[config.mk]
export PLATFORM = sky130hd
export DESIGN_NAME = fifo_wr_arbiter
export DESIGN_NICKNAME = d
export VERILOG_FILES = /design/src/rtl/fifo_arb_pkg.sv /design/src/rtl/rr_pick.sv /design/src/rtl/fifo_wr_arbiter.sv
export SDC_FILE = /design/constraint.sdc
export NUM_CORES = 1
export LEC_CHECK = 0
export BUFFER_PORTS_ARGS = -buffer_cell sky130_fd_sc_hd__buf_4
export CAP_MARGIN = 40
export CORE_AREA = 10 10 68 70
export DETAILED_ROUTE_END_ITERATION = 7
export DIE_AREA = 0 0 78 80
export PLACE_DENSITY = 0.81
export SETUP_SLACK_MARGIN = 0.05
export SYNTH_ARGS = -nofsm -noshare
export SYNTH_HDL_FRONTEND = slang
export SYNTH_SLANG_ARGS = --single-unit
[constraint.sdc]
create_clock -name clk -period 3.1 [get_ports clk]
set_clock_uncertainty 0.15 [all_clocks]
set_input_delay 0.31 -clock clk [delete_from_list [all_inputs] [get_ports clk]]
set_output_delay 0.31 -clock clk [all_outputs]
set_load 0.01 [all_outputs]
[src/rtl/fifo_arb_pkg.sv]
// Shared types and sizing helpers for the FIFO write-port arbiter.
// Latency: n/a (declarations only).
// Backpressure: n/a.
package fifo_arb_pkg;

  typedef enum logic {
    IDLE  = 1'b0,
    GRANT = 1'b1
  } state_e;

  // Default geometry of the arbiter; the top uses these as parameter defaults.
  localparam int DEF_NUM_REQ   = 4;
  localparam int DEF_DATA_W    = 8;
  localparam int DEF_MAX_BURST = 4;

  // Debug stall counter geometry.
  localparam int                 STALL_W   = 16;
  localparam logic [STALL_W-1:0] STALL_MAX = 16'hFFFF;

  // Width of an owner index for a given requester count.
  function automatic int owner_w(input int num_req);
    return (num_req > 1) ? $clog2(num_req) : 1;
  endfunction

  // Width of the per-grant beat counter (holds 0..max_burst).
  function automatic int beat_w(input int max_burst);
    return $clog2(max_burst + 1);
  endfunction

  localparam int DEF_OWNER_W = owner_w(DEF_NUM_REQ);
  localparam int DEF_BEAT_W  = beat_w(DEF_MAX_BURST);

endpackage

[src/rtl/rr_pick.sv]
// Round-robin winner selection: first set req bit after last_owner, wrapping.
// Latency: purely combinational.
// Backpressure: none; evaluated every cycle, the caller decides when to use it.
//
// Ports:
//   req        in   NUM_REQ  pending requests
//   last_owner in   OWNER_W  previous grant holder (search starts one above it)
//   winner     out  OWNER_W  selected requester (0 when no request)
//   any_req    out  1        at least one request pending
module rr_pick #(
  parameter int NUM_REQ = 4,
  parameter int OWNER_W = 2
) (
  input  logic [NUM_REQ-1:0] req,
  input  logic [OWNER_W-1:0] last_owner,
  output logic [OWNER_W-1:0] winner,
  output logic               any_req
);

  // Walk the offsets from farthest to nearest so the nearest pending
  // requester after last_owner is the final assignment and wins.
  always_comb begin
    winner = '0;
    for (int off = NUM_REQ; off >= 1; off--) begin
      for (int j = 0; j < NUM_REQ; j++) begin
        if (req[j] && (((int'(last_owner) + off) % NUM_REQ) == j)) begin
          winner = OWNER_W'(j);
        end
      end
    end
  end

  assign any_req = |req;

endmodule

[src/rtl/fifo_wr_arbiter.sv]
// Round-robin arbiter sharing one FIFO write port among NUM_REQ producers.
// Latency: one arbitration cycle from req to first ack; then one beat per cycle.
// Backpressure: fifo_full gates beats combinationally; owner keeps the grant while stalled.
//
// Ports:
//   clk, rst     write-side clock, asynchronous active-low reset
//   req/req_data per-requester beat valid (held until ack) and data slices
//   ack          one-hot beat acceptance
//   fifo_full    same-cycle FIFO full flag
//   fifo_wr_en/fifo_data  FIFO write strobe and data
//   owner/busy   current grant holder and grant-active flag
//   stall_cnt    saturating count of cycles the owner was blocked by full
module fifo_wr_arbiter
  import fifo_arb_pkg::*;
#(
  parameter  int NUM_REQ   = DEF_NUM_REQ,
  parameter  int DATA_W    = DEF_DATA_W,
  parameter  int MAX_BURST = DEF_MAX_BURST,
  localparam int OWNER_W   = owner_w(NUM_REQ),
  localparam int BEAT_W    = beat_w(MAX_BURST)
) (
  input  logic                      clk,
  input  logic                      rst,
  input  logic [NUM_REQ-1:0]        req,
  input  logic [NUM_REQ*DATA_W-1:0] req_data,
  output logic [NUM_REQ-1:0]        ack,
  input  logic                      fifo_full,
  output logic                      fifo_wr_en,
  output logic [DATA_W-1:0]         fifo_data,
  output logic [OWNER_W-1:0]        owner,
  output logic                      busy,
  output logic [STALL_W-1:0]        stall_cnt
);

  localparam logic [BEAT_W-1:0]  LAST_BEAT  = BEAT_W'(MAX_BURST - 1);
  localparam logic [OWNER_W-1:0] INIT_OWNER = OWNER_W'(NUM_REQ - 1);

  state_e               state_q, state_d;
  logic [OWNER_W-1:0]   owner_q, owner_d;
  logic [OWNER_W-1:0]   last_owner_q, last_owner_d;
  logic [BEAT_W-1:0]    beat_cnt_q, beat_cnt_d;
  logic [STALL_W-1:0]   stall_cnt_q, stall_cnt_d;

  logic [OWNER_W-1:0]   winner;
  logic                 any_req;
  logic                 owner_req;
  logic [NUM_REQ-1:0]   owner_hot;
  logic                 beat;
  logic                 rel_grant;

  rr_pick #(
    .NUM_REQ (NUM_REQ),
    .OWNER_W (OWNER_W)
  ) u_rr_pick (
    .req        (req),
    .last_owner (last_owner_q),
    .winner     (winner),
    .any_req    (any_req)
  );

  // Owner-selected request bit, one-hot owner and data slice. The data mux
  // is driven whether or not a beat happens.
  always_comb begin
    owner_req = 1'b0;
    owner_hot = '0;
    fifo_data = '0;
    for (int j = 0; j < NUM_REQ; j++) begin
      if (owner_q == OWNER_W'(j)) begin
        owner_req    = req[j];
        owner_hot[j] = 1'b1;
        fifo_data    = req_data[j*DATA_W +: DATA_W];
      end
    end
  end

  always_comb begin
    state_d      = state_q;
    owner_d      = owner_q;
    last_owner_d = last_owner_q;
    beat_cnt_d   = beat_cnt_q;
    stall_cnt_d  = stall_cnt_q;
    beat         = 1'b0;
    rel_grant    = 1'b0;

    unique case (state_q)
      IDLE: begin
        // Arbitration cycle: no write is issued here.
        if (any_req) begin
          owner_d    = winner;
          beat_cnt_d = '0;
          state_d    = GRANT;
        end
      end
      GRANT: begin
        if (!owner_req) begin
          rel_grant = 1'b1;
        end else if (fifo_full) begin
          // Hold the grant; count the blocked cycle.
          if (stall_cnt_q != STALL_MAX) begin
            stall_cnt_d = stall_cnt_q + STALL_W'(1);
          end
        end else begin
          beat = 1'b1;
          if (beat_cnt_q == LAST_BEAT) begin
            rel_grant = 1'b1;
          end else begin
            beat_cnt_d = beat_cnt_q + BEAT_W'(1);
          end
        end
        if (rel_grant) begin
          last_owner_d = owner_q;
          beat_cnt_d   = '0;
          state_d      = IDLE;
        end
      end
      default: state_d = IDLE;
    endcase
  end

  always_ff @(posedge clk or negedge rst) begin
    if (!rst) begin
      state_q      <= IDLE;
      owner_q      <= '0;
      last_owner_q <= INIT_OWNER;
      beat_cnt_q   <= '0;
      stall_cnt_q  <= '0;
    end else begin
      state_q      <= state_d;
      owner_q      <= owner_d;
      last_owner_q <= last_owner_d;
      beat_cnt_q   <= beat_cnt_d;
      stall_cnt_q  <= stall_cnt_d;
    end
  end

  assign fifo_wr_en = beat;
  assign ack        = beat ? owner_hot : '0;
  assign owner      = owner_q;
  assign busy       = (state_q == GRANT);
  assign stall_cnt  = stall_cnt_q;

endmodule

==> summary.txt <==
Outcome
  – Outcome: complete, no violations

Worst hold path
  – Hold crit path type: in2reg
  – Min-Delay Startpoint: req[2]

Yosys
  – Yosys reg bits: 24
  – Synth async-reset ratio: 100%
  – Post-synth top area share: 34.9%
  – Synthesis Warnings: 0
  – Ys flop type: dfrtp_1
  – Seq/Total Area, Yosys: 38.2%
  – Dominant cell type by area after synthesis: dfrtp_1
  – Synth Net Count: 184
  – Synth unique cells: 40
  – Gate Count Post-Synth: 142
  – Post-synthesis instance area: 1580 um2
  – Avg Inst Size Synth: 11.1 um2
  – Top cells by area, synth: dfrtp_1 35%, mux4_2 13%, xor2_1 5.6%
  – EDFF count, synth: 0

STA
  – Final-report setup violation count: 0
  – Setup TNS: 0 ps
  – RSZ-0062 raised after global routing: no
  – Final Cycle Share: 85.0%
  – Worst Hold Slack: 245 ps
  – Slew HR: 48.3%
  – Clock period minus worst slack: 2630 ps
  – Final slew viol count: 0
  – Final Hold Vio Count: 0
  – Least-Margin Pin Slew: 776 ps
  – Fmax: 0.380 GHz

Die
  – Full die area: 6240 um2
  – Die width: 78 um
  – Core Region: 3280 um2
  – Ports: 71
  – Starting Density: 48.0%
  – FP Rows: 21
  – Die height: 80 um

Global routing
  – GRT overflow: 0
  – Initial antenna violation count: 0
  – Largest net degree at the start of global routing: 25
  – Vias in the first global route: 1392
  – Total GRT Usage: 13.5%
  – First-pass GRT wire length: 6950 um

Clocking
  – Clock tree buffer depth: 2
  – Clock Tree Root: clkbuf_4
  – CTS tree: done
  – CTS H-tree depth: 1
  – Clk sink count: 24
  – CTS buffer count: 3
  – Clk_lat worst skew: 310 ps
  – Worst-path clk slew: 110 ps

Worst setup path
  – Critical path data required time: 2640 ps
  – WP buf/inv: 1
  – FF-to-FF Start: owner[0]$_DFFE_PN0P_
  – CP Launch Point: owner[0]$_DFFE_PN0P_
  – Startpoint Class: flip-flop
  – Slowest stage delay, CP: 860 ps
  – Slowest cell on crit path: dfrtp_1
  – CP Capture Type: primary output
  – CP delay by family, top: flip-flops
  – Worst Path Max Fanout: 18
  – Arrival @ worst endpoint: 2170 ps
  – Critical path type: reg2out
  – Critical path cell sequence: mux4_2 > nand2_1 > nor2_1 > nand2_1 > nor2_1 > buf_4

Power and ir drop
  – Max VDD drop: 0.397 mV
  – Leakage: 0.00106 uW
  – Total power: 1440 uW
  – PD cells: 668 nW/um2

Route
  – Iteration-0 DRC Markers: 61
  – Vias/cell: 5.35
  – WL per Instance: 16.9 um
  – Final wirelength: 4330 um
  – Vias: 1376
  – Drt drc: 0
  – Routed Antenna Nets: 0
  – DR pass1 iterations: 4

Finish
  – Ant diodes: 0
  – Nets: 254
  – Final core utilization: 65.7%
  – Syn-to-layout area delta: 36.7%
  – Design Area, Final: 2160 um2
  – Layout cells sized above 1: 49.3%

Flow run
  – Maximum capacitance violations: 0

Placement
  – HPWL Detailed: 3590 um
  – Area after DPL: 2120 um2
  – GP Congestion: 0.809
  – Port Buffers: 70
cells in the final DEF, fill, tap and decap left out, types with 5 or more instances in the layout:
master / synthesis / routed
nand2_1: 13 / 13
buf_4: 0 / 70
dfrtp_1: 22 / 22
nor3_2: 5 / 5
nand3_1: 9 / 9
xor2_1: 10 / 10
mux4_2: 9 / 9
nor2_1: 12 / 12
inv_1: 7 / 7
worst min-delay path, delay by kind of cell:
| family | cells | cell delay, ps |
|---|---|---|
| AOI/OAI and AO/OA | 2 | 220 |
| buffers and inverters | 1 | 130 |
power breakdown:
| group | switching (uW) | leakage (uW) | total [uW] | internal (uW) |
|---|---|---|---|---|
| Clock | 86.0 | 0.0000150 | 136 | 50.2 |
| Combinational | 315 | 0.000735 | 744 | 428 |
| Sequential | 163 | 0.000307 | 561 | 398 |
cell type report:
type	count	area, um2
clock buffers	4	26.3
inverters	7	26.3
repair buffers	71	536
flip-flops and latches	24	603
fillers	268	1130
multi-input cells	105	908
well taps	46	57.6
through the flow:
stage	cells	worst slack, ps
after global placement	252	883
after detailed placement	252	794
after floorplan	142	1180
after CTS	257	440
final	257	466
after global routing	257	254
registers in the layout, summed over array words and instances, names as in the netlist:
signal / flops
stall_cnt: 16
beat_cnt_q: 3
busy: 1
owner: 2
last_owner_q: 2
layer usage:
layer | track usage, % | vias to the layer above | wire [um]
met4 | 3.76 | 0 | 26
li1 | - | 650 | -
met5 | 0 | - | 0
met3 | 3.15 | 4 | 325
met1 | 17.2 | 653 | 2050
met2 | 22.6 | 69 | 1930
timing repair:
item	in CTS	in global routing
gates resized for setup	0	0
setup buffers	0	0
hold buffers	1	0
endpoints found under the hold margin	22	0
final timing paths:
kind                                               end  slack, ps  cells after the start
min in group asynchronous     stall_cnt[2]$_DFFE_PN0P_        260                      2
min                               owner[1]$_DFFE_PN0P_        250                      3
min reg2reg                  beat_cnt_q[0]$_DFFE_PN0P_        350                      1
max in group asynchronous  last_owner_q[0]$_DFFE_PN1P_       2240                      2
max                                             ack[1]        470                      6
max reg2reg                  beat_cnt_q[1]$_DFFE_PN0P_        880                      5
Yosys cell counts (all sizes together), types with 2 or more instances:
cell	instances
clkbuf	2
xnor2	4
ha	3
xor2	10
mux4	9
nand3	9
mux2	3
a21oi	4
dfrtp	22
and3	3
nor2	12
mux2i	3
a31oi	2
nor3	5
and4	2
inv	7
nand2	13
nand4	2
dfstp	2
nor4	2
buf	4
o21ai	8
kinds of logic (layout without fill, tap and decap cells):
logic type               count (synthesis)  after routing  synth area share (%)
AO/OA/AOI/OAI                           19             19                  9.52
XOR/XNOR                                14             14                  7.77
adder cells (fa/ha/maj)                  3              3                  2.38
buffers and inverters                   13             82                  4.20
flip-flops                              24             24                  38.2
multiplexers                            15             15                  17.4
AND/OR/NAND/NOR                         54             54                  20.5
Note: power is estimated with default switching activity, not from simulation.
